File: src/rtl/inst_encoder_pkg.sv
// -----------------------------------------------------------------------------
// inst_encoder_pkg
// Shared definitions for the RV32I instruction encoder / program writer:
//   - kind_e      : request class encodings carried on req_kind
//   - OP_*        : RV32I major opcodes emitted by the encoder
//   - F3_*        : funct3 values forced for LW / SW / JALR
//   - NOP_WORD    : addi x0,x0,0, used as filler when NOP padding is built in
//   - imm_fits()  : true when imm[31:msb] are all equal (value fits as signed)
// -----------------------------------------------------------------------------
package inst_encoder_pkg;

  typedef enum logic [2:0] {
    KIND_R       = 3'd0,
    KIND_I_ALU   = 3'd1,
    KIND_SHIFT_I = 3'd2,
    KIND_LW      = 3'd3,
    KIND_SW      = 3'd4,
    KIND_BRANCH  = 3'd5,
    KIND_JAL     = 3'd6,
    KIND_JALR    = 3'd7
  } kind_e;

  localparam logic [6:0] OP_R      = 7'b0110011;
  localparam logic [6:0] OP_I_ALU  = 7'b0010011;
  localparam logic [6:0] OP_LOAD   = 7'b0000011;
  localparam logic [6:0] OP_STORE  = 7'b0100011;
  localparam logic [6:0] OP_BRANCH = 7'b1100011;
  localparam logic [6:0] OP_JAL    = 7'b1101111;
  localparam logic [6:0] OP_JALR   = 7'b1100111;

  // funct7 value selecting SUB / SRA / SRAI
  localparam logic [6:0] FUNCT7_ALT = 7'b0100000;
  localparam logic [6:0] FUNCT7_STD = 7'b0000000;

  localparam logic [2:0] F3_LW   = 3'b010;
  localparam logic [2:0] F3_SW   = 3'b010;
  localparam logic [2:0] F3_JALR = 3'b000;

  // funct3 values with special meaning in the legality checks
  localparam logic [2:0] F3_ADD_SUB = 3'b000;
  localparam logic [2:0] F3_SLL     = 3'b001;
  localparam logic [2:0] F3_SRL_SRA = 3'b101;
  localparam logic [2:0] F3_BR_RSV0 = 3'b010;
  localparam logic [2:0] F3_BR_RSV1 = 3'b011;

  localparam logic [31:0] NOP_WORD = 32'h0000_0013;

  // An arithmetic right shift by msb leaves all zeros or all ones exactly
  // when every bit from msb upward matches, i.e. the value sign-extends
  // cleanly from bit msb.
  function automatic logic imm_fits(input logic [31:0] imm, input int unsigned msb);
    logic [31:0] w_shifted;
    w_shifted = 32'($signed(imm) >>> msb);
    return (w_shifted == 32'h0000_0000) || (w_shifted == 32'hFFFF_FFFF);
  endfunction

endpackage

File: src/rtl/inst_enc_fifo.sv
// -----------------------------------------------------------------------------
// inst_enc_fifo
// Small synchronous first-word-fall-through FIFO holding encoded words.
// The head entry is visible combinationally so the writer can present it on
// the memory port in the cycle after it was pushed.
//
// Parameters:
//   DEPTH  number of entries (power of two, >= 2)
//   W      entry width
// Ports:
//   clk      in   clock, rising edge
//   i_srst   in   synchronous active-high reset, empties the FIFO
//   i_push   in   write i_data (ignored when full)
//   i_data   in   entry to push
//   i_pop    in   drop the head entry (ignored when empty)
//   o_head   out  current head entry (undefined content while empty)
//   o_full   out  all DEPTH entries occupied
//   o_empty  out  no entries occupied
// -----------------------------------------------------------------------------
module inst_enc_fifo #(
  parameter int DEPTH = 4,
  parameter int W     = 32
) (
  input  logic         clk,
  input  logic         i_srst,
  input  logic         i_push,
  input  logic [W-1:0] i_data,
  input  logic         i_pop,
  output logic [W-1:0] o_head,
  output logic         o_full,
  output logic         o_empty
);

  localparam int PTR_W = $clog2(DEPTH);

  logic [W-1:0] r_mem [DEPTH];

  // One extra pointer bit distinguishes full from empty when the index bits
  // coincide.
  logic [PTR_W:0] r_wr_ptr;
  logic [PTR_W:0] r_rd_ptr;

  logic w_push;
  logic w_pop;

  assign o_empty = (r_wr_ptr == r_rd_ptr);
  assign o_full  = (r_wr_ptr[PTR_W-1:0] == r_rd_ptr[PTR_W-1:0]) &&
                   (r_wr_ptr[PTR_W] != r_rd_ptr[PTR_W]);

  assign w_push = i_push & ~o_full;
  assign w_pop  = i_pop & ~o_empty;

  assign o_head = r_mem[r_rd_ptr[PTR_W-1:0]];

  // Storage carries no reset; the pointers alone define which entries are live.
  always_ff @(posedge clk) begin
    if (w_push) begin
      r_mem[r_wr_ptr[PTR_W-1:0]] <= i_data;
    end
  end

  always_ff @(posedge clk) begin
    if (i_srst) begin
      r_wr_ptr <= '0;
      r_rd_ptr <= '0;
    end else begin
      if (w_push) begin
        r_wr_ptr <= r_wr_ptr + 1'b1;
      end
      if (w_pop) begin
        r_rd_ptr <= r_rd_ptr + 1'b1;
      end
    end
  end

endmodule

File: src/rtl/inst_encoder.sv
// -----------------------------------------------------------------------------
// inst_encoder
// RV32I instruction encoder and instruction-memory program writer. Field-level
// requests are assembled into 32-bit RV32I words, queued in inst_enc_fifo and
// written to instruction memory at an auto-incrementing word address.
//
// Build option:
//   INST_ENC_NOP_PAD_EN  when defined, an illegal request queues the NOP word
//                        0x00000013 so written addresses stay aligned with the
//                        request sequence. When undefined, illegal requests
//                        are dropped. err is set in both builds.
//
// Parameters:
//   ADDR_W  instruction-memory word-address width
//   DEPTH   FIFO entries (power of two, >= 2)
// Ports:
//   clk         in   clock, rising edge
//   rstn        in   synchronous reset, ACTIVE HIGH despite the name
//   req_valid   in   request present
//   req_ready   out  request can be accepted
//   req_kind    in   0 R,1 I_ALU,2 SHIFT_I,3 LW,4 SW,5 BRANCH,6 JAL,7 JALR
//   req_funct3  in   funct3 (forced for LW/SW/JALR, unused for JAL)
//   req_alt     in   funct7[5] for R and SHIFT_I
//   req_rd/rs1/rs2 in register indices
//   req_imm     in   byte-offset immediate, two's complement
//   base_load   in   load write address from base_addr
//   base_addr   in   new write address
//   mem_we      out  write strobe (FIFO not empty)
//   mem_addr    out  write word address
//   mem_wdata   out  encoded instruction at FIFO head
//   mem_ready   in   memory accepts the write this cycle
//   err         out  sticky illegal-request flag
//   wr_count    out  writes since reset, saturating at 0xFFFF
// -----------------------------------------------------------------------------
module inst_encoder
  import inst_encoder_pkg::*;
#(
  parameter int ADDR_W = 10,
  parameter int DEPTH  = 4
) (
  input  logic              clk,
  input  logic              rstn,
  input  logic              req_valid,
  output logic              req_ready,
  input  logic [2:0]        req_kind,
  input  logic [2:0]        req_funct3,
  input  logic              req_alt,
  input  logic [4:0]        req_rd,
  input  logic [4:0]        req_rs1,
  input  logic [4:0]        req_rs2,
  input  logic [31:0]       req_imm,
  input  logic              base_load,
  input  logic [ADDR_W-1:0] base_addr,
  output logic              mem_we,
  output logic [ADDR_W-1:0] mem_addr,
  output logic [31:0]       mem_wdata,
  input  logic              mem_ready,
  output logic              err,
  output logic [15:0]       wr_count
);

`ifdef INST_ENC_NOP_PAD_EN
  localparam logic NOP_PAD = 1'b1;
`else
  localparam logic NOP_PAD = 1'b0;
`endif

  kind_e       w_kind;
  logic [31:0] w_word;
  logic        w_legal;
  logic [6:0]  w_funct7;

  logic        w_accept;
  logic        w_push;
  logic [31:0] w_push_data;
  logic        w_pop;
  logic [31:0] w_head;
  logic        w_full;
  logic        w_empty;

  logic [ADDR_W-1:0] r_addr;
  logic              r_err;
  logic [15:0]       r_wr_count;

  assign w_kind   = kind_e'(req_kind);
  assign w_funct7 = req_alt ? FUNCT7_ALT : FUNCT7_STD;

  // ---------------------------------------------------------------------------
  // Encoding and legality
  // ---------------------------------------------------------------------------
  always_comb begin
    w_word  = NOP_WORD;
    w_legal = 1'b0;
    case (w_kind)
      KIND_R: begin
        w_word  = {w_funct7, req_rs2, req_rs1, req_funct3, req_rd, OP_R};
        // Only ADD/SUB and SRL/SRA have an alternate funct7 form.
        w_legal = ~req_alt || (req_funct3 == F3_ADD_SUB) || (req_funct3 == F3_SRL_SRA);
      end
      KIND_I_ALU: begin
        w_word  = {req_imm[11:0], req_rs1, req_funct3, req_rd, OP_I_ALU};
        w_legal = imm_fits(req_imm, 11);
      end
      KIND_SHIFT_I: begin
        // Shift amount is unsigned 5 bits; funct7 sits above it.
        w_word  = {w_funct7, req_imm[4:0], req_rs1, req_funct3, req_rd, OP_I_ALU};
        w_legal = (req_imm[31:5] == 27'd0) &&
                  ((req_funct3 == F3_SLL) || (req_funct3 == F3_SRL_SRA)) &&
                  (~req_alt || (req_funct3 == F3_SRL_SRA));
      end
      KIND_LW: begin
        w_word  = {req_imm[11:0], req_rs1, F3_LW, req_rd, OP_LOAD};
        w_legal = imm_fits(req_imm, 11);
      end
      KIND_SW: begin
        w_word  = {req_imm[11:5], req_rs2, req_rs1, F3_SW, req_imm[4:0], OP_STORE};
        w_legal = imm_fits(req_imm, 11);
      end
      KIND_BRANCH: begin
        // B-type scrambles the halfword offset: bit 12, 10:5 up top, 4:1 and
        // 11 in the rd slot.
        w_word  = {req_imm[12], req_imm[10:5], req_rs2, req_rs1, req_funct3,
                   req_imm[4:1], req_imm[11], OP_BRANCH};
        w_legal = imm_fits(req_imm, 12) && ~req_imm[0] &&
                  (req_funct3 != F3_BR_RSV0) && (req_funct3 != F3_BR_RSV1);
      end
      KIND_JAL: begin
        w_word  = {req_imm[20], req_imm[10:1], req_imm[11], req_imm[19:12],
                   req_rd, OP_JAL};
        w_legal = imm_fits(req_imm, 20) && ~req_imm[0];
      end
      KIND_JALR: begin
        w_word  = {req_imm[11:0], req_rs1, F3_JALR, req_rd, OP_JALR};
        w_legal = imm_fits(req_imm, 11);
      end
      default: begin
        w_word  = NOP_WORD;
        w_legal = 1'b0;
      end
    endcase
  end

  // ---------------------------------------------------------------------------
  // Request side
  // ---------------------------------------------------------------------------
  // Readiness depends only on fullness, so a pop in the same cycle never
  // frees a slot for a push.
  assign req_ready = ~w_full & ~rstn;
  assign w_accept  = req_valid & req_ready;

  // Illegal requests are always consumed; they reach the FIFO only as a NOP
  // filler when padding is built in.
  assign w_push      = w_accept & (w_legal | NOP_PAD);
  assign w_push_data = w_legal ? w_word : NOP_WORD;

  inst_enc_fifo #(
    .DEPTH (DEPTH),
    .W     (32)
  ) u_fifo (
    .clk     (clk),
    .i_srst  (rstn),
    .i_push  (w_push),
    .i_data  (w_push_data),
    .i_pop   (w_pop),
    .o_head  (w_head),
    .o_full  (w_full),
    .o_empty (w_empty)
  );

  // ---------------------------------------------------------------------------
  // Memory writer
  // ---------------------------------------------------------------------------
  // The strobe is held off while reset is asserted so queued entries being
  // discarded never reach memory.
  assign mem_we    = ~w_empty & ~rstn;
  assign w_pop     = mem_we & mem_ready;
  assign mem_addr  = r_addr;
  // Head storage is unreset, so present zero rather than stale data when idle.
  assign mem_wdata = w_empty ? 32'h0000_0000 : w_head;

  assign err      = r_err;
  assign wr_count = r_wr_count;

  always_ff @(posedge clk) begin
    if (rstn) begin
      r_addr     <= '0;
      r_err      <= 1'b0;
      r_wr_count <= 16'd0;
    end else begin
      // A base load wins over the increment from a same-cycle write.
      if (base_load) begin
        r_addr <= base_addr;
      end else if (w_pop) begin
        r_addr <= r_addr + 1'b1;
      end

      if (w_accept && !w_legal) begin
        r_err <= 1'b1;
      end

      if (w_pop && (r_wr_count != 16'hFFFF)) begin
        r_wr_count <= r_wr_count + 16'd1;
      end
    end
  end

endmodule

File: config.mk
export PLATFORM = sky130hd
export DESIGN_NAME = inst_encoder
export DESIGN_NICKNAME = d
export VERILOG_FILES = /design/src/rtl/inst_encoder_pkg.sv /design/src/rtl/inst_enc_fifo.sv /design/src/rtl/inst_encoder.sv
export SDC_FILE = /design/constraint.sdc
export NUM_CORES = 1
export LEC_CHECK = 0
export CORE_ASPECT_RATIO = 1.25
export CORE_UTILIZATION = 57
export DETAILED_ROUTE_END_ITERATION = 7
export HOLD_SLACK_MARGIN = 0.12
export PLACE_DENSITY = 0.93
export SYNTH_ARGS = -nofsm -noshare
export SYNTH_HDL_FRONTEND = slang
export SYNTH_SLANG_ARGS = --single-unit
File: constraint.sdc
create_clock -name clk -period 7.2 [get_ports clk]
set_clock_uncertainty 0.1 [all_clocks]
set_input_delay 1.08 -clock clk [delete_from_list [all_inputs] [get_ports clk]]
set_output_delay 1.08 -clock clk [all_outputs]
set_load 0.01 [all_outputs]
==> results_dict.tcl <==
set metrics [dict create \
    status "finished, final reports clean" \
    cts_buffers 17 \
    worstSkewPairLatency_ns 0.42 \
    regArea_mm2 0.00431 \
    ys.flop_type "edfxtp_1" \
    fillers 709 \
    die_width_um 102 \
    dp_slack_ns 2.87 \
    p_per_area_mw_per_mm2 217 \
    viasPerCell 5.96 \
    yosys.area_share.simple_pct 14.0 \
    synth_nets 611 \
    vias 5023 \
    r2r_cells 7 \
    cts-root-buf "clkbuf_16" \
    synth_area_mm2 0.00707 \
    dieArea_mm2 0.0129 \
    cp.required_ns 6.02 \
    finalMaxSlewViolations 0 \
    cts.sink_count 155 \
    grt_pass1_wl_mm 26.2 \
    ys_warn_count 0 \
    crit_slowest_cell "clkdlybuf4s50_1" \
    period_minus_slack_ns 4.07 \
    synth.most_common_cell "edfxtp_1" \
    drtIter0Drc 341 \
    clockBufferDepth 2 \
    htree_levels 4 \
    drc 0 \
    yosysTopAreaCell "edfxtp_1" \
    fin_crit_sh_pct 56.6 \
    max_freq_ghz 0.245 \
    ant_nets 0 \
    slew_headroom_pct 27.7 \
    placed_cells 811 \
    synth_edf_count 120 \
    synth_compound_area_share_pct 5.78 \
    yosysUniqueCellTypes 51 \
    synthMuxAreaShare_pct 11.8 \
    clk_pin_slew_ns 0.06 \
    avgRoutedWirePerCell_um 20.1 \
    worstHoldPathType "reg2reg" \
    whs_endpoint "err" \
    synth_top_area_share_pct 50.9 \
    crit_type "in2out" \
    r2r_end "u_fifo.r_mem[0][25]" \
    fin_tns_setup_ns 0 \
    cp-end-kind "output pin" \
    grt_antenna_before_repair 0 \
    final_hold_viol_count 0 \
    ys_ff_latch 155 \
    critical_path.max_fanout 30 \
    synth_area_per_cell_um2 13.2 \
    rsz0062_at_grt "no" \
    yosys-top-cells-area "edfxtp_1, dfxtp_1, mux4_2, nor2b_1, nor2_1" \
    start_util_pct 58.4 \
    leakage_nw 3.04 \
    peakVddDrop_mv 0.194 \
    io_pins 130 \
    cts_setup_buffers 0 \
    ys_seq_area_share_pct 60.9 \
    drive_gt1_share_pct 14.3 \
    synth-xor-area-share_pct 3.34 \
    whs_ns 0.414 \
    multiInputGateArea_mm2 0.00257 \
    yosys-top-cells-count "edfxtp_1, nor2_1, nand2_1" \
    cts_tree "yes" \
    cp.arrival_ns 2.89 \
    drv_cap 0 \
    synthAdderAreaFrac_pct 1.24 \
    worstMarginPinSlew_ns 1.08 \
    cp_common_cell "clkdlybuf4s50_1" \
    max_stage_delay_ns 0.51 \
    setup_viol 0 \
    hpwl_mm 11.4 \
    drt_wl_total_mm 16.9 \
    total_power_mw 1.97 \
    hp-start "err" \
    grt_start_max_net_pins 33 \
    final_core_util_pct 75.1 \
    syn_to_final_growth_pct 28.5 \
    die_y_um 127 \
    cts_resized 0 \
    grt_use_total_pct 27.7 \
    final_design_area_no_fill_mm2 0.00909 \
    antennaDiodeCount 0 \
    cts_hold_buffers 0 \
    coreArea_mm2 0.0121 \
    hold_depth 1 \
    setup_slack_ns 3.13 \
    r2r_slack_ns 4.70 \
    grt-ovfl-total 0 \
    synthArstFlopShare_pct 0 \
    cp_cell_sequence "clkdlybuf4s50_1 -> buf_4 -> clkinv_1 -> o31a_1 -> clkdlybuf4s50_1" \
    grt_pass1_vias 5103 \
    dr.pass1.iters 5 \
    io_buffers 129 \
    nNetsFinal 742 \
    cp-start-kind "input pin" \
    crit-reg2reg-launch "u_fifo.r_wr_ptr[0]" \
    place_area_mm2 0.00851 \
    synth_top_family_by_area "simple AND/OR/NAND/NOR gates" \
    final_cells 843 \
    synthCells 535 \
    gp_congestion 0.983 \
    rows 45 \
]
worst max-delay path: cells and delay by family:
kind | cells | cell delay [ns]
buffers and inverters | 4 | 1.59
AOI/OAI and AO/OA | 1 | 0.21
power breakdown:
| part | leakage [nW] | internal, mW | switching (mW) |
|---|---|---|---|
| combinational | 1.40 | 0.0711 | 0.0675 |
| sequential | 1.35 | 0.963 | 0.00774 |
| clock | 0.280 | 0.509 | 0.350 |
layout by cell type, fill, tap and decap left out, types with 10 or more instances in the layout:
cell,instances
a21oi_1,20
clkbuf_16,17
clkdlybuf4s50_1,129
dfxtp_1,34
edfxtp_1,120
inv_1,21
mux2i_1,16
mux4_2,30
nand2_1,41
nand3_1,10
nand4_1,14
nor2_1,42
nor2_2,18
nor2b_1,35
xnor2_1,10
xor2_1,17
how the worst max path moves through the flow:
stage                start                   to  slack [ns]
6_report              rstn            req_ready        3.13
5_1_grt               rstn            req_ready        2.97
4_1_cts               rstn            req_ready        3.13
3_5_place_dp   req_kind[2]  u_fifo.r_mem[0][28]        2.87
3_3_place_gp   req_kind[2]  u_fifo.r_mem[1][29]        3.02
2_1_floorplan  req_kind[0]  u_fifo.r_mem[0][10]        3.14
cells by family (layout without fill, tap and decap cells):
group,count (synthesis),in the layout
buf+inv,47,191
compound gates,60,60
simple gates,193,193
xor+xnor,27,27
flops,155,155
fa+ha+maj,7,7
mux,46,46
flip-flops by register name, indices dropped and copies added, names as in the netlist, named ones only:
name,cells
u_fifo.r_mem,120
wr_count,16
mem_addr,10
err,1
u_fifo.r_wr_ptr,3
u_fifo.r_rd_ptr,3
routing by layer:
metal	part of all wire (%)	GRT usage (%)	vias to the layer above
met5	0	0	-
met4	3.9	13.8	0
met3	7.1	6.94	51
met2	53	49.0	262
met1	36	30.6	2461
li1	-	-	2249
area by class of cell:
cell class | instances | share of cell area (%)
flip-flops and latches | 155 | 47.4
multi-input cells | 333 | 28.3
repair buffers | 137 | 14.9
clock buffers | 17 | 4.68
well taps | 164 | 2.26
clock inverters | 15 | 1.61
inverters | 22 | 0.909
Note: power is estimated with default switching activity, not from simulation.
